## src/rtl/axis_packet_generator.sv

```systemverilog
// Synthetic AXI Stream packet source. A command gives the packet length, the
// packet count and the idle gap between packets. Every emitted packet is AXIS-conformant.
module axis_packet_generator #(
    parameter int axis_data_width          = 256,
    parameter int axis_tkeep_width         = axis_data_width / 8,
    parameter int axis_tkeep_encoded_width = $clog2(axis_tkeep_width),
    parameter int length_width             = 16,
    parameter int count_width              = 16,
    parameter int gap_width                = 8
) (
    input  logic                                clk,
    input  logic                                reset,
    input  logic                                cmd_valid,
    output logic                                cmd_ready,
    input  logic [length_width-1:0]             cmd_length,
    input  logic [count_width-1:0]              cmd_count,
    input  logic [gap_width-1:0]                cmd_gap,
    output logic                                cmd_error,
    output logic [axis_data_width-1:0]          m_axis_tdata,
    output logic [axis_tkeep_width-1:0]         m_axis_tkeep,
    output logic [axis_tkeep_encoded_width-1:0] m_axis_tkeep_encoded,
    output logic                                m_axis_tlast,
    output logic                                m_axis_tvalid,
    input  logic                                m_axis_tready,
    output logic                                busy,
    output logic [count_width-1:0]              packets_sent
);

    // The byte index carries one extra bit so that idx + W cannot wrap
    // for lengths near the top of the range.
    localparam int                IDX_W      = length_width + 1;
    localparam logic [IDX_W-1:0]  BEAT_BYTES = IDX_W'(axis_tkeep_width);

    typedef enum logic [1:0] {IDLE, SEND, GAP} state_t;

    state_t                  state_q, state_d;
    logic [length_width-1:0] len_q, len_d;
    logic [count_width-1:0]  count_q, count_d;
    logic [gap_width-1:0]    gap_q, gap_d;
    logic [gap_width-1:0]    gap_cnt_q, gap_cnt_d;
    logic [IDX_W-1:0]        idx_q, idx_d;
    logic [count_width-1:0]  packets_sent_q, packets_sent_d;
    logic                    cmd_error_q, cmd_error_d;

    logic [IDX_W-1:0]        remaining;
    logic [IDX_W-1:0]        nbytes;
    logic                    last_beat;
    logic                    sending;
    logic                    handshake;
    logic [count_width-1:0]  sent_inc;

    assign sending   = (state_q == SEND);
    assign handshake = sending & m_axis_tready;
    assign remaining = {1'b0, len_q} - idx_q;
    assign last_beat = (remaining <= BEAT_BYTES);
    assign nbytes    = last_beat ? remaining : BEAT_BYTES;
    assign sent_inc  = packets_sent_q + count_width'(1);

    // Beat contents depend only on registered state, so they stay stable across stalls.
    always_comb begin
        m_axis_tkeep = '0;
        m_axis_tdata = '0;
        for (int i = 0; i < axis_tkeep_width; i++) begin
            if (sending && (IDX_W'(i) < nbytes)) begin
                m_axis_tkeep[i]      = 1'b1;
                m_axis_tdata[i*8 +: 8] = idx_q[7:0] + 8'(i);
            end
        end
    end

    assign m_axis_tkeep_encoded = sending ? axis_tkeep_encoded_width'(nbytes - IDX_W'(1)) : '0;
    assign m_axis_tlast         = sending & last_beat;
    assign m_axis_tvalid        = sending;
    assign cmd_ready            = (state_q == IDLE);
    assign busy                 = (state_q != IDLE);
    assign cmd_error            = cmd_error_q;
    assign packets_sent         = packets_sent_q;

    always_comb begin
        state_d        = state_q;
        len_d          = len_q;
        count_d        = count_q;
        gap_d          = gap_q;
        gap_cnt_d      = gap_cnt_q;
        idx_d          = idx_q;
        packets_sent_d = packets_sent_q;
        cmd_error_d    = 1'b0;
        unique case (state_q)
            IDLE: begin
                if (cmd_valid) begin
                    if (cmd_length == '0 || cmd_count == '0) begin
                        cmd_error_d = 1'b1;
                    end else begin
                        len_d          = cmd_length;
                        count_d        = cmd_count;
                        gap_d          = cmd_gap;
                        idx_d          = '0;
                        packets_sent_d = '0;
                        state_d        = SEND;
                    end
                end
            end
            SEND: begin
                if (handshake) begin
                    if (last_beat) begin
                        packets_sent_d = sent_inc;
                        idx_d          = '0;
                        if (sent_inc == count_q) begin
                            state_d = IDLE;
                        end else if (gap_q != '0) begin
                            state_d   = GAP;
                            gap_cnt_d = gap_q;
                        end
                    end else begin
                        idx_d = idx_q + BEAT_BYTES;
                    end
                end
            end
            GAP: begin
                gap_cnt_d = gap_cnt_q - gap_width'(1);
                if (gap_cnt_q == gap_width'(1)) state_d = SEND;
            end
            default: state_d = IDLE;
        endcase
    end

    always_ff @(posedge clk) begin
        if (reset) begin
            state_q        <= IDLE;
            len_q          <= '0;
            count_q        <= '0;
            gap_q          <= '0;
            gap_cnt_q      <= '0;
            idx_q          <= '0;
            packets_sent_q <= '0;
            cmd_error_q    <= 1'b0;
        end else begin
            state_q        <= state_d;
            len_q          <= len_d;
            count_q        <= count_d;
            gap_q          <= gap_d;
            gap_cnt_q      <= gap_cnt_d;
            idx_q          <= idx_d;
            packets_sent_q <= packets_sent_d;
            cmd_error_q    <= cmd_error_d;
        end
    end

endmodule

```

## config.mk

```make
export PLATFORM = sky130hd
export DESIGN_NAME = axis_packet_generator
export DESIGN_NICKNAME = d
export VERILOG_FILES = /design/src/rtl/axis_packet_generator.sv
export SDC_FILE = /design/constraint.sdc
export NUM_CORES = 1
export LEC_CHECK = 0
export ABC_CLOCK_PERIOD_IN_PS = 7300
export CORE_MARGIN = 1.5
export CORE_UTILIZATION = 25
export CTS_BUF_LIST = sky130_fd_sc_hd__clkbuf_8 sky130_fd_sc_hd__clkbuf_16
export CTS_CLUSTER_DIAMETER = 100
export DETAILED_ROUTE_END_ITERATION = 6
export PLACE_DENSITY = 0.63
export SETUP_SLACK_MARGIN = 0.4
export SLEW_MARGIN = 40
export SYNTH_ARGS = -nofsm -noshare
export SYNTH_HDL_FRONTEND = slang
export SYNTH_SLANG_ARGS = --single-unit
```

## constraint.sdc

```tcl
create_clock -name clk -period 7.3 [get_ports clk]
set_input_delay 1.46 -clock clk [delete_from_list [all_inputs] [get_ports clk]]
set_output_delay 1.46 -clock clk [all_outputs]
set_load 0.02 [all_outputs]
```

==> flow_summary_export.csv, run 1 <==
group,metric,value,unit
layout,layout.filler_cells,2931,
sta,timing_max_transition_violations_final,0,
route,route.final.wire_length,25.6,mm
layout,final_layout_size_suffix_gt1_frac,0.0581,
setup_path,timing.critical_path.from_type,"flop",
sta,period_share,0.887,
floorplanning,dieArea,0.0295,mm^2
yosys,postSynth.asyncResetShare,0,
placement,placer_congestion_estimate,0.888,
global_routing,grt_max_degree,58,
clocking,clock_sink_count,79,
yosys,postSynthAreaPerCell,7.44,um^2
route,route.vias.total,7205,
pwr,max-vdd-ir-drop,0.0000989,V
setup_path,cp.required,5.84,ns
clocking,cts-htree-levels,3,
sta,grt_setup_unrepaired,"no",
global_routing,grt_first_pass_wirelength,37.2,mm
setup_path,crit_path_cell_trace,"inv_1 -> ha_1 -> nand3_1 -> and2_1 -> a211o_1 -> a31o_2 -> a22oi_2 -> nand3_1 -> or2_2 -> ha_1 -> or3_1 -> a21oi_1 -> clkdlybuf4s50_1",
setup_path,cp_slowest_stage_delay,0.67,ns
layout,final_net_count,1210,
global_routing,globalRoute.totalOverflow,0,
yosys,ys_types,74,
floorplanning,design.core.area,0.0279,mm^2
setup_path,crit_fanout,11,
floorplanning,floorplan.io_pins,358,
clocking,clock_tree.buffer_depth,2,
pwr,power_per_cell_area,155,mW/mm^2
sta,setup_viol_count_final,0,
min_path,holdCritPathClass,"reg -> reg",
setup_path,critical_path_buf_inv_count,2,
setup_path,critical-path-top-delay-family,"simple AND/OR/NAND/NOR gates",
clocking,cts_setup_buffers,0,
setup_path,cpMaxStageDelayCell,"clkdlybuf4s50_1",
sta,final_period_minus_worst_setup_slack,6.47,ns
clocking,clockRootBuffer,"clkbuf_16",
route,detailedRoute.firstPassIterationCount,5,
layout,layout.cells.non_filler,1532,
sta,max_slew.worst_pin.slew,0.807,ns
layout,sequential_cell_area,0.00158,mm^2
placement,port_buffers,277,
yosys,dominantRegCellSynth,"dfxtp_1",
sta,skew,0.00848,ns
global_routing,gr-usage-all-layers,0.165,
placement,hpwl,20.4,mm
yosys,synth_sequential_area_ratio,0.222,
sta,final.setup.tns,0,ns
sta,fmaxAchievable,154,MHz
floorplanning,die_x,172,um
placement,numPlacedInstances,1515,
route,detailedRoute.firstIterationViolations,369,
sta,finalHoldWorstSlack,0.514,ns
floorplanning,placementRows,61,
yosys,ys_ff_latch,79,
clocking,worst_setup_hold_path_clk_slew,0.07,ns
yosys,yosys_warnings,0,
floorplanning,initial_core_util,0.255,
route,antenna_left,0,
sta,worst_slew_margin_rel,0.457,
route,drc_errors,0,
clocking,clock_latency_of_the_later_clocked_register_in_the_worst_skew_pair,0.35,ns
setup_path,endpoint_kind,"primary output",
yosys,synthCells,957,
pwr,power_leakage,3.96,nW
layout,area_of_combinational_cells_with_multiple_inputs,0.00453,mm^2
flow_run,drv.max_cap_violation_count,0,
global_routing,number_of_antenna_violations_at_the_first_check_in_global_routing,2,
floorplanning,fp.dieH,172,um
layout,area.growth.synth_to_final,38.5,%
route,route.detailed.wl_per_inst,16.7,um
clocking,post_cts_resize_count,0,
status,status,"finished, final reports clean",
setup_path,worstSetupPathType,"reg -> out",
clocking,cts_buffer_count,9,
sta,final_hold_viol_count,0,
yosys,synth-edff-count,0,
layout,insertedDiodeCount,0,
setup_path,arrival,5.01,ns
global_routing,grt_pass1_vias,6225,
route,post_drt_via_cell_ratio,4.70,
yosys,synth.cell_area,0.00712,mm^2
clocking,clock_tree_from_tritoncts,"yes",
clocking,hold_buffers,0,
worst register-to-register path: cells and delay by family, from the launching register on:
| family | cells | cell delay [ns] |
|---|---|---|
| AO/OA/AOI/OAI | 5 | 1.75 |
| AND/OR/NAND/NOR | 3 | 0.91 |
| flip-flops | 1 | 0.50 |
| adder cells (fa/ha/maj) | 1 | 0.49 |
| buffers and inverters | 1 | 0.29 |
per-layer routing:
| metal | vias to the layer above | routed length [um] | GRT usage | share of wire |
|---|---|---|---|---|
| met5 | - | 28 | 0 | 0.0011 |
| met4 | 4 | 480 | 0.0420 | 0.019 |
| met3 | 26 | 1680 | 0.0306 | 0.066 |
| met2 | 312 | 12600 | 0.288 | 0.49 |
| met1 | 3366 | 10900 | 0.209 | 0.42 |
| li1 | 3497 | - | - | - |
layout by cell type, fill, tap and decap left out, types with 4 or more instances in the layout:
cell type / count
a21oi_1: 65
nor4_1: 19
conb_1: 81
or3_1: 6
and3_1: 10
o21ai_0: 18
xnor2_1: 28
xor2_1: 15
ha_1: 17
clkdlybuf4s50_1: 276
buf_4: 7
and4_1: 4
nand2b_1: 15
nor2b_1: 5
nand3_1: 17
and2_1: 25
or4_1: 4
mux2i_1: 44
dfxtp_1: 78
o211ai_1: 4
inv_1: 33
clkbuf_16: 9
nor2_2: 6
nand2_1: 34
o21ai_1: 5
nor2_1: 170
a31oi_1: 9
nor3_1: 26
a21o_1: 10
nand4_1: 18
nor3_2: 5
a211oi_1: 7
o221ai_1: 5
metrics by stage:
stage	setup slack, ns	total power, mW	utilization	instance area (um^2)
after CTS	0.824	1.53	0.352	9840
after floorplan	2.09	0.886	-	7420
after global placement	1.03	1.04	0.340	9490
after detailed placement	1.22	1.05	0.341	9520
final	0.826	1.52	0.353	9860
after global routing	0.481	1.60	0.353	9860
registers in the layout (all words and copies together), names as in the netlist:
name / cells
gap_cnt_q: 8
count_q: 16
cmd_error: 1
packets_sent: 16
len_q: 16
state_q: 2
gap_q: 8
idx_q: 12
synthesized netlist by cell type, types with 4 or more instances:
cell type / n / area, um^2
a31oi_1: 10 / 62.6
or4_1: 4 / 30.0
and3_1: 11 / 68.8
a21oi_1: 65 / 325
buf_4: 131 / 983
nand2_1: 35 / 131
nand3_1: 18 / 90.1
a21o_1: 10 / 75.1
o21ai_0: 18 / 90.1
clkbuf_1: 31 / 116
o21ai_1: 5 / 25.0
ha_1: 17 / 213
nand4_1: 18 / 113
inv_1: 33 / 124
xnor2_1: 28 / 245
buf_2: 13 / 65.1
and4_1: 4 / 35.0
dfxtp_1: 79 / 1580
o221ai_1: 5 / 43.8
mux2i_1: 44 / 440
nor3_2: 5 / 50.1
a211oi_1: 7 / 52.6
o211ai_1: 4 / 30.0
buf_1: 6 / 22.5
nand2b_1: 16 / 100
nor3_1: 26 / 130
nor4_1: 19 / 119
or3_1: 6 / 37.5
xor2_1: 16 / 140
nor2_2: 6 / 37.5
nor2b_1: 5 / 31.3
nor2_1: 170 / 638
and2_1: 25 / 156
area by class of cell:
class	count	area share
inverter	33	0.0126
clock inverter	6	0.00774
multi-input combinational	741	0.460
clock buffer	10	0.0242
tap	378	0.0480
sequential	79	0.161
timing repair buffer	285	0.287
power by group:
group / internal, mW / switching, mW / total (mW)
registers: 0.447 / 0.0201 / 0.467
logic: 0.228 / 0.346 / 0.573
clock network: 0.280 / 0.203 / 0.483
final timing paths:
| path | to | startpoint | cells after the start | slack (ns) |
|---|---|---|---|---|
| worst min register to register | gap_cnt_q[1]$_SDFFE_PP0P_ | gap_q[1]$_SDFFE_PP0P_ | 2 | 0.51 |
| worst max register to register | packets_sent[6]$_SDFFE_PP0P_ | idx_q[7]$_SDFFE_PP0P_ | 10 | 3.21 |
| worst max-delay path | m_axis_tkeep_encoded[2] | idx_q[7]$_SDFFE_PP0P_ | 13 | 0.83 |
| worst min-delay path | gap_cnt_q[1]$_SDFFE_PP0P_ | gap_q[1]$_SDFFE_PP0P_ | 2 | 0.51 |
logic make-up (layout without fill, tap and decap cells):
logic type	count (synthesis)	count (layout)	share of synthesized area
simple gates	384	384	0.277
mux	44	44	0.0619
buf+inv	217	334	0.189
flops	79	79	0.222
other cells	1	81	0.000527
xor+xnor	44	44	0.0542
compound gates	171	171	0.165
fa+ha+maj	17	17	0.0299
(Power assumes the default switching activity.)
==> run 2: changes to the inputs <==
ABC_AREA = 1   (was unset)
PLACE_DENSITY = 0.57   (was 0.63)
==> run 2 against run 1 <==
Clock skew grew 0.0025 ns. Flip-flop and latch count is the same. Combinational power grew to 2.5 times the previous value. Area after synthesis grew 5.5%. Critical path depth grew 5. Clock power shrank 4.3%. Largest cell class unchanged.
==> flow_summary_export.csv, run 2 <==
group,metric,value,unit
status,status,"finished, final reports clean",
floorplanning,placementRows,63,
floorplanning,die_x,176,um
yosys,postSynth.asyncResetShare,0,
global_routing,grt_first_pass_wirelength,43.1,mm
sta,final.setup.tns,0,ns
sta,max_slew.worst_pin.slew,0.734,ns
setup_path,arrival,4.64,ns
setup_path,endpoint_kind,"primary output",
floorplanning,fp.dieH,176,um
yosys,synth.cell_area,0.00750,mm^2
sta,period_share,0.835,
yosys,synthCells,1276,
clocking,clock_latency_of_the_later_clocked_register_in_the_worst_skew_pair,0.35,ns
placement,placer_congestion_estimate,0.877,
clocking,cts_setup_buffers,0,
route,drc_errors,0,
setup_path,crit_fanout,17,
yosys,synth-edff-count,0,
route,route.final.wire_length,28.2,mm
min_path,holdCritPathClass,"reg -> reg",
flow_run,drv.max_cap_violation_count,0,
route,antenna_left,0,
yosys,synth.top_cell.area_share,0.211,
sta,worst_slew_margin_rel,0.510,
setup_path,worstSetupPathType,"reg -> out",
sta,final_period_minus_worst_setup_slack,6.10,ns
clocking,worst_setup_hold_path_clk_slew,0.06,ns
sta,setup_viol_count_final,0,
clocking,clockRootBuffer,"clkbuf_16",
floorplanning,floorplan.io_pins,358,
layout,insertedDiodeCount,0,
clocking,post_cts_resize_count,0,
global_routing,number_of_antenna_violations_at_the_first_check_in_global_routing,0,
setup_path,timing.critical_path.from_type,"flop",
clocking,clock_tree_from_tritoncts,"yes",
yosys,postSynthAreaPerCell,5.88,um^2
yosys,ys_top_cells_by_area,"dfxtp_1 (21%), nand2_1 (13%), buf_4 (13%)",
layout,final_layout_size_suffix_gt1_frac,0.0568,
yosys,synth_sequential_area_ratio,0.211,
layout,layout.core_utilization,0.349,
yosys,ys_ff_latch,79,
clocking,clock_tree.buffer_depth,2,
layout,layout_common_cells,"clkdlybuf4s50_1 (277), nand2_1 (266), inv_1 (196)",
placement,placement.cell_area,0.0100,mm^2
clocking,hold_buffers,0,
sta,skew,0.0109,ns
yosys,yosys_warnings,0,
yosys,synthMostInstantiatedCell,"nand2_1",
yosys,ys_types,46,
setup_path,cp.required,5.84,ns
layout,layout.cells.most_common,"clkdlybuf4s50_1",
global_routing,grt_pass1_vias,7636,
route,detailedRoute.firstIterationViolations,546,
clocking,cts-htree-levels,3,
sta,grt_setup_unrepaired,"no",
pwr,max-vdd-ir-drop,0.000104,V
pwr,power_per_cell_area,233,mW/mm^2
global_routing,gr-usage-all-layers,0.178,
placement,hpwl,23.4,mm
yosys,synth.cells.most_frequent,"nand2_1 (267), inv_1 (195), nor2_1 (186), buf_4 (131), nand3_1 (114)",
yosys,dominantRegCellSynth,"dfxtp_1",
sta,fmaxAchievable,164,MHz
sta,timing_max_transition_violations_final,0,
floorplanning,initial_core_util,0.254,
floorplanning,dieArea,0.0311,mm^2
clocking,clock_sink_count,79,
yosys,synth.largest_area_cell,"dfxtp_1",
pwr,power_leakage,4.89,nW
layout,area.growth.synth_to_final,37.6,%
route,route.vias.total,8452,
layout,final_net_count,1552,
global_routing,globalRoute.totalOverflow,0,
sta,finalHoldWorstSlack,0.465,ns
pwr,totalPowerFinal,2.40,mW
layout,final_design_instance_area_without_fill,0.0103,mm^2
route,post_drt_via_cell_ratio,4.48,
placement,port_buffers,277,
sta,final_hold_viol_count,0,
floorplanning,design.core.area,0.0296,mm^2
route,detailedRoute.firstPassIterationCount,5,
route,route.detailed.wl_per_inst,15.0,um
global_routing,grt_max_degree,46,
clocking,cts_buffer_count,9,
-- run 2: cell types whose count changed after synthesis, moves of 17 or more --
cell | before | now
o21ai_0 | 18 | 52
inv_1 | 33 | 195
nand2_1 | 35 | 267
mux2i_1 | 44 | 0
and2_1 | 25 | 3
xnor2_1 | 28 | 2
nand2_2 | 0 | 17
nand3_1 | 18 | 114
-- run 2: kinds of logic (layout without fill, tap and decap cells) --
logic type      after synthesis  in the layout  share of synthesized area
fa+ha+maj                    17             17                     0.0283
xor+xnor                     12             12                     0.0158
compound gates              136            136                     0.0999
simple gates                669            669                      0.396
buf+inv                     362            502                      0.249
flops                        79             79                      0.211
other cells                   1             81                   0.000500
-- run 2: path summary, 6_finish.rpt --
check                   startpoint                            end  slack [ns]  cells after the start
min reg2reg  len_q[1]$_SDFFE_PP0P_          len_q[1]$_SDFFE_PP0P_        0.46                      2
max          idx_q[5]$_SDFFE_PP0P_               m_axis_tkeep[30]        1.20                     18
min          len_q[1]$_SDFFE_PP0P_          len_q[1]$_SDFFE_PP0P_        0.46                      2
max reg2reg  idx_q[5]$_SDFFE_PP0P_  packets_sent[10]$_SDFFE_PP0P_        3.49                     18
-- run 2: where the power goes --
group | internal, mW | switching (mW)
sequential | 0.465 | 0.0324
clock | 0.266 | 0.197
combinational | 0.537 | 0.907
-- run 2: layout make-up --
type / count / area, um^2
inverter: 202 / 758
clock inverter: 7 / 72.6
sequential: 79 / 1580
timing repair buffer: 284 / 2830
fill: 3249 / 19200
multi-input combinational: 915 / 4370
tap: 390 / 488
clock buffer: 9 / 225
-- run 2: stage by stage --
step / setup WS (ns) / cells
finish: 1.20 / 1886
global route: 0.757 / 1886
CTS: 1.20 / 1886
detailed placement: 1.57 / 1870
global placement: 1.71 / 1870
floorplan: 2.45 / 1356
-- run 2: metal layers --
| metal | vias up | routed length (um) | GRT usage | part of all wire |
|---|---|---|---|---|
| li1 | 4223 | - | - | - |
| met1 | 3855 | 12200 | 0.228 | 0.43 |
| met2 | 345 | 13600 | 0.310 | 0.48 |
| met3 | 29 | 1880 | 0.0312 | 0.066 |
| met4 | 0 | 553 | 0.0410 | 0.020 |
| met5 | - | 0 | 0 | 0 |
-- run 2: critical path, stage by stage (launching register included) --
cell             delay [ns]
dfxtp_1                0.58
inv_1                  0.40
ha_1                   0.48
nand2_1                0.10
nand2_1                0.07
a21oi_2                0.20
nand2_2                0.10
nand2_1                0.10
nand2_1                0.06
nand2_1                0.07
nand2_2                0.08
nand2_1                0.08
nor2_2                 0.05
nand3_4                0.11
a21oi_2                0.08
nor2_2                 0.60
nand3_1                0.32
inv_1                  0.19
clkdlybuf4s50_1        0.62
==> run 3: changes to the inputs <==
ABC_CLOCK_PERIOD_IN_PS = 6100   (was 7300)
clock period = 6.1 ns   (was 7.3 ns; I/O delays follow)
==> run 3 against run 2 <==
Hold slack improved by 0.0059 ns. Largest cell class unchanged. Die area is the same. Clock skew decreased by 0.0049 ns. Via count down 0.58%. Sequential power grew 20%. Power rose by 18%. Global-route usage down 0.63 points. Combinational power grew 20%. Critical path type unchanged. Sequential share of layout area is essentially flat. Non-clock buffer count grew 3. Clock power rose by 9.5%. Worst setup slack got worse by 0.44 ns.
==> flow_summary_export.csv, run 3 (synthesis results as in run 2) <==
group,metric,value,unit
status,status,"finished, final reports clean",
setup_path,critical-path-top-delay-family,"simple AND/OR/NAND/NOR gates",
setup_path,reg_to_reg_critical_path_startpoint,"idx_q[7]$_SDFFE_PP0P_",
sta,final_period_minus_worst_setup_slack,5.34,ns
pwr,power_per_cell_area,275,mW/mm^2
setup_path,r2r_cells,15,
setup_path,timing.critical_path.from_type,"flop",
setup_path,crit_path_cell_trace,"inv_1 -> ha_1 -> nand2_2 -> inv_1 -> a21oi_2 -> nand2_2 -> nand2_1 -> nand2_1 -> nand2_1 -> nand2_2 -> nand2_1 -> nor2_2 -> nand3_4 -> a21oi_2 -> nor2_2 -> nand3_1 -> inv_1 -> clkdlybuf4s50_1",
min_path,worstHoldPathCells,2,
setup_path,timing.critical_path.from,"idx_q[7]$_SDFFE_PP0P_",
route,route.vias.total,8403,
floorplanning,fp.dieH,176,um
layout,area.growth.synth_to_final,37.6,%
setup_path,endpoint_kind,"primary output",
clocking,cts-htree-levels,3,
setup_path,arrival,4.12,ns
sta,period_share,0.875,
floorplanning,floorplan.io_pins,358,
placement,hpwl,23.1,mm
placement,placer_congestion_estimate,0.879,
route,route.detailed.wl_per_inst,14.7,um
layout,final_layout_size_suffix_gt1_frac,0.0600,
floorplanning,design.core.area,0.0296,mm^2
layout,layout.cells.most_common,"clkdlybuf4s50_1",
clocking,worst_setup_hold_path_clk_slew,0.06,ns
layout,layout_common_cells,"clkdlybuf4s50_1 (276), nand2_1 (266), inv_1 (197)",
setup_path,critical_path_buf_inv_count,4,
clocking,clock_latency_of_the_later_clocked_register_in_the_worst_skew_pair,0.34,ns
route,route.final.wire_length,27.7,mm
setup_path,crit_path_frequent_cell,"nand2_1",
global_routing,globalRoute.totalOverflow,0,
layout,final_net_count,1555,
layout,layout.filler_cells,3239,
sta,grt_setup_unrepaired,"no",
global_routing,number_of_antenna_violations_at_the_first_check_in_global_routing,1,
layout,area_of_combinational_cells_with_multiple_inputs,0.00436,mm^2
min_path,worst_min_delay_path_endpoint,"count_q[12]$_SDFFE_PP0P_",
placement,placement.cell_area,0.0100,mm^2
clocking,clockRootBuffer,"clkbuf_16",
sta,max_slew.worst_pin.slew,0.763,ns
clocking,clock_tree_from_tritoncts,"yes",
min_path,holdCritPathClass,"reg -> reg",
pwr,power_leakage,4.92,nW
floorplanning,dieArea,0.0311,mm^2
layout,final_design_instance_area_without_fill,0.0103,mm^2
route,drc_errors,0,
flow_run,drv.max_cap_violation_count,0,
sta,final_hold_viol_count,0,
layout,insertedDiodeCount,0,
setup_path,cp.required,4.88,ns
sta,final.setup.tns,0,ns
global_routing,gr-usage-all-layers,0.172,
setup_path,cpMaxStageDelayCell,"nor2_2",
clocking,cts_buffer_count,9,
setup_path,worst-r2r-setup-slack,2.81,ns
floorplanning,placementRows,63,
setup_path,worstSetupPathType,"reg -> out",
route,antenna_left,0,
sta,skew,0.00605,ns
floorplanning,initial_core_util,0.254,
route,detailedRoute.firstIterationViolations,403,
layout,sequential_cell_area,0.00159,mm^2
route,detailedRoute.firstPassIterationCount,5,
setup_path,critical_path.reg2reg.endpoint,"packets_sent[15]$_SDFFE_PP0P_",
clocking,post_cts_resize_count,0,
clocking,clock_tree.buffer_depth,2,
sta,worst_slew_margin_rel,0.491,
global_routing,grt_pass1_vias,7475,
floorplanning,die_x,176,um
global_routing,grt_first_pass_wirelength,41.8,mm
route,post_drt_via_cell_ratio,4.45,
global_routing,grt_max_degree,46,
clocking,hold_buffers,0,
sta,timing_max_transition_violations_final,0,
clocking,clock_sink_count,79,
pwr,max-vdd-ir-drop,0.000106,V
sta,fmaxAchievable,187,MHz
setup_path,crit_fanout,17,
min_path,hold_path.startpoint,"count_q[12]$_SDFFE_PP0P_",
sta,setup_viol_count_final,0,
placement,port_buffers,277,
setup_path,cp_slowest_stage_delay,0.62,ns
clocking,cts_setup_buffers,0,
==> run 3: cell types whose count changed in the layout (fill, tap and decap cells not counted), sizes merged <==
cell | previous run | this run
buf | 7 | 10
clkbuf | 9 | 11
bufinv | 1 | 0
clkdlybuf4s50 | 277 | 276
clkinv | 4 | 3
dlymetal6s2s | 0 | 1
==> run 3: how the worst max path moves through the flow <==
stage | to | slack, ns | depth (start not counted)
final | m_axis_tkeep[30] | 0.76 | 18
after global routing | m_axis_tdata[180] | 0.41 | 18
after CTS | m_axis_tdata[242] | 0.61 | 18
after detailed placement | m_axis_tkeep[26] | 0.98 | 18
after global placement | m_axis_tdata[180] | 1.09 | 19
after floorplan | m_axis_tdata[180] | 1.49 | 22
==> run 3: cell type report <==
type / count / share of cell area
timing repair buffer: 287 / 0.276
clock inverter: 5 / 0.00242
sequential: 79 / 0.154
clock buffer: 11 / 0.0245
tap: 390 / 0.0473
multi-input combinational: 915 / 0.423
inverter: 202 / 0.0735
==> run 3: routing by layer <==
metal | global-route usage | share of wire
met1 | 0.217 | 0.44
met2 | 0.307 | 0.49
met3 | 0.0217 | 0.058
met4 | 0.0442 | 0.015
met5 | 0 | 0.00061
==> run 3: worst reg2reg max path: cells and delay by family, from the launching register on <==
family / cells / cell delay (ns)
fa+ha+maj: 1 / 0.36
compound gates: 2 / 0.47
flops: 1 / 0.48
simple gates: 10 / 1.75
buf+inv: 2 / 0.17
==> run 3: power breakdown <==
part           total, mW  switching (mW)  internal, mW
clock              0.506           0.212         0.293
combinational       1.73            1.08         0.649
sequential         0.597          0.0398         0.557
==> run 3: through the flow <==
stage	util	power [mW]	setup slack (ns)	std cells	hold WS [ns]
after detailed placement	0.340	2.34	0.984	1873	0.461
after CTS	0.349	2.85	0.608	1889	0.470
final	0.349	2.83	0.760	1889	0.471
after global routing	0.349	3.02	0.413	1889	0.487
after floorplan	-	1.77	1.49	1356	0.435
after global placement	0.339	2.33	1.09	1873	0.456
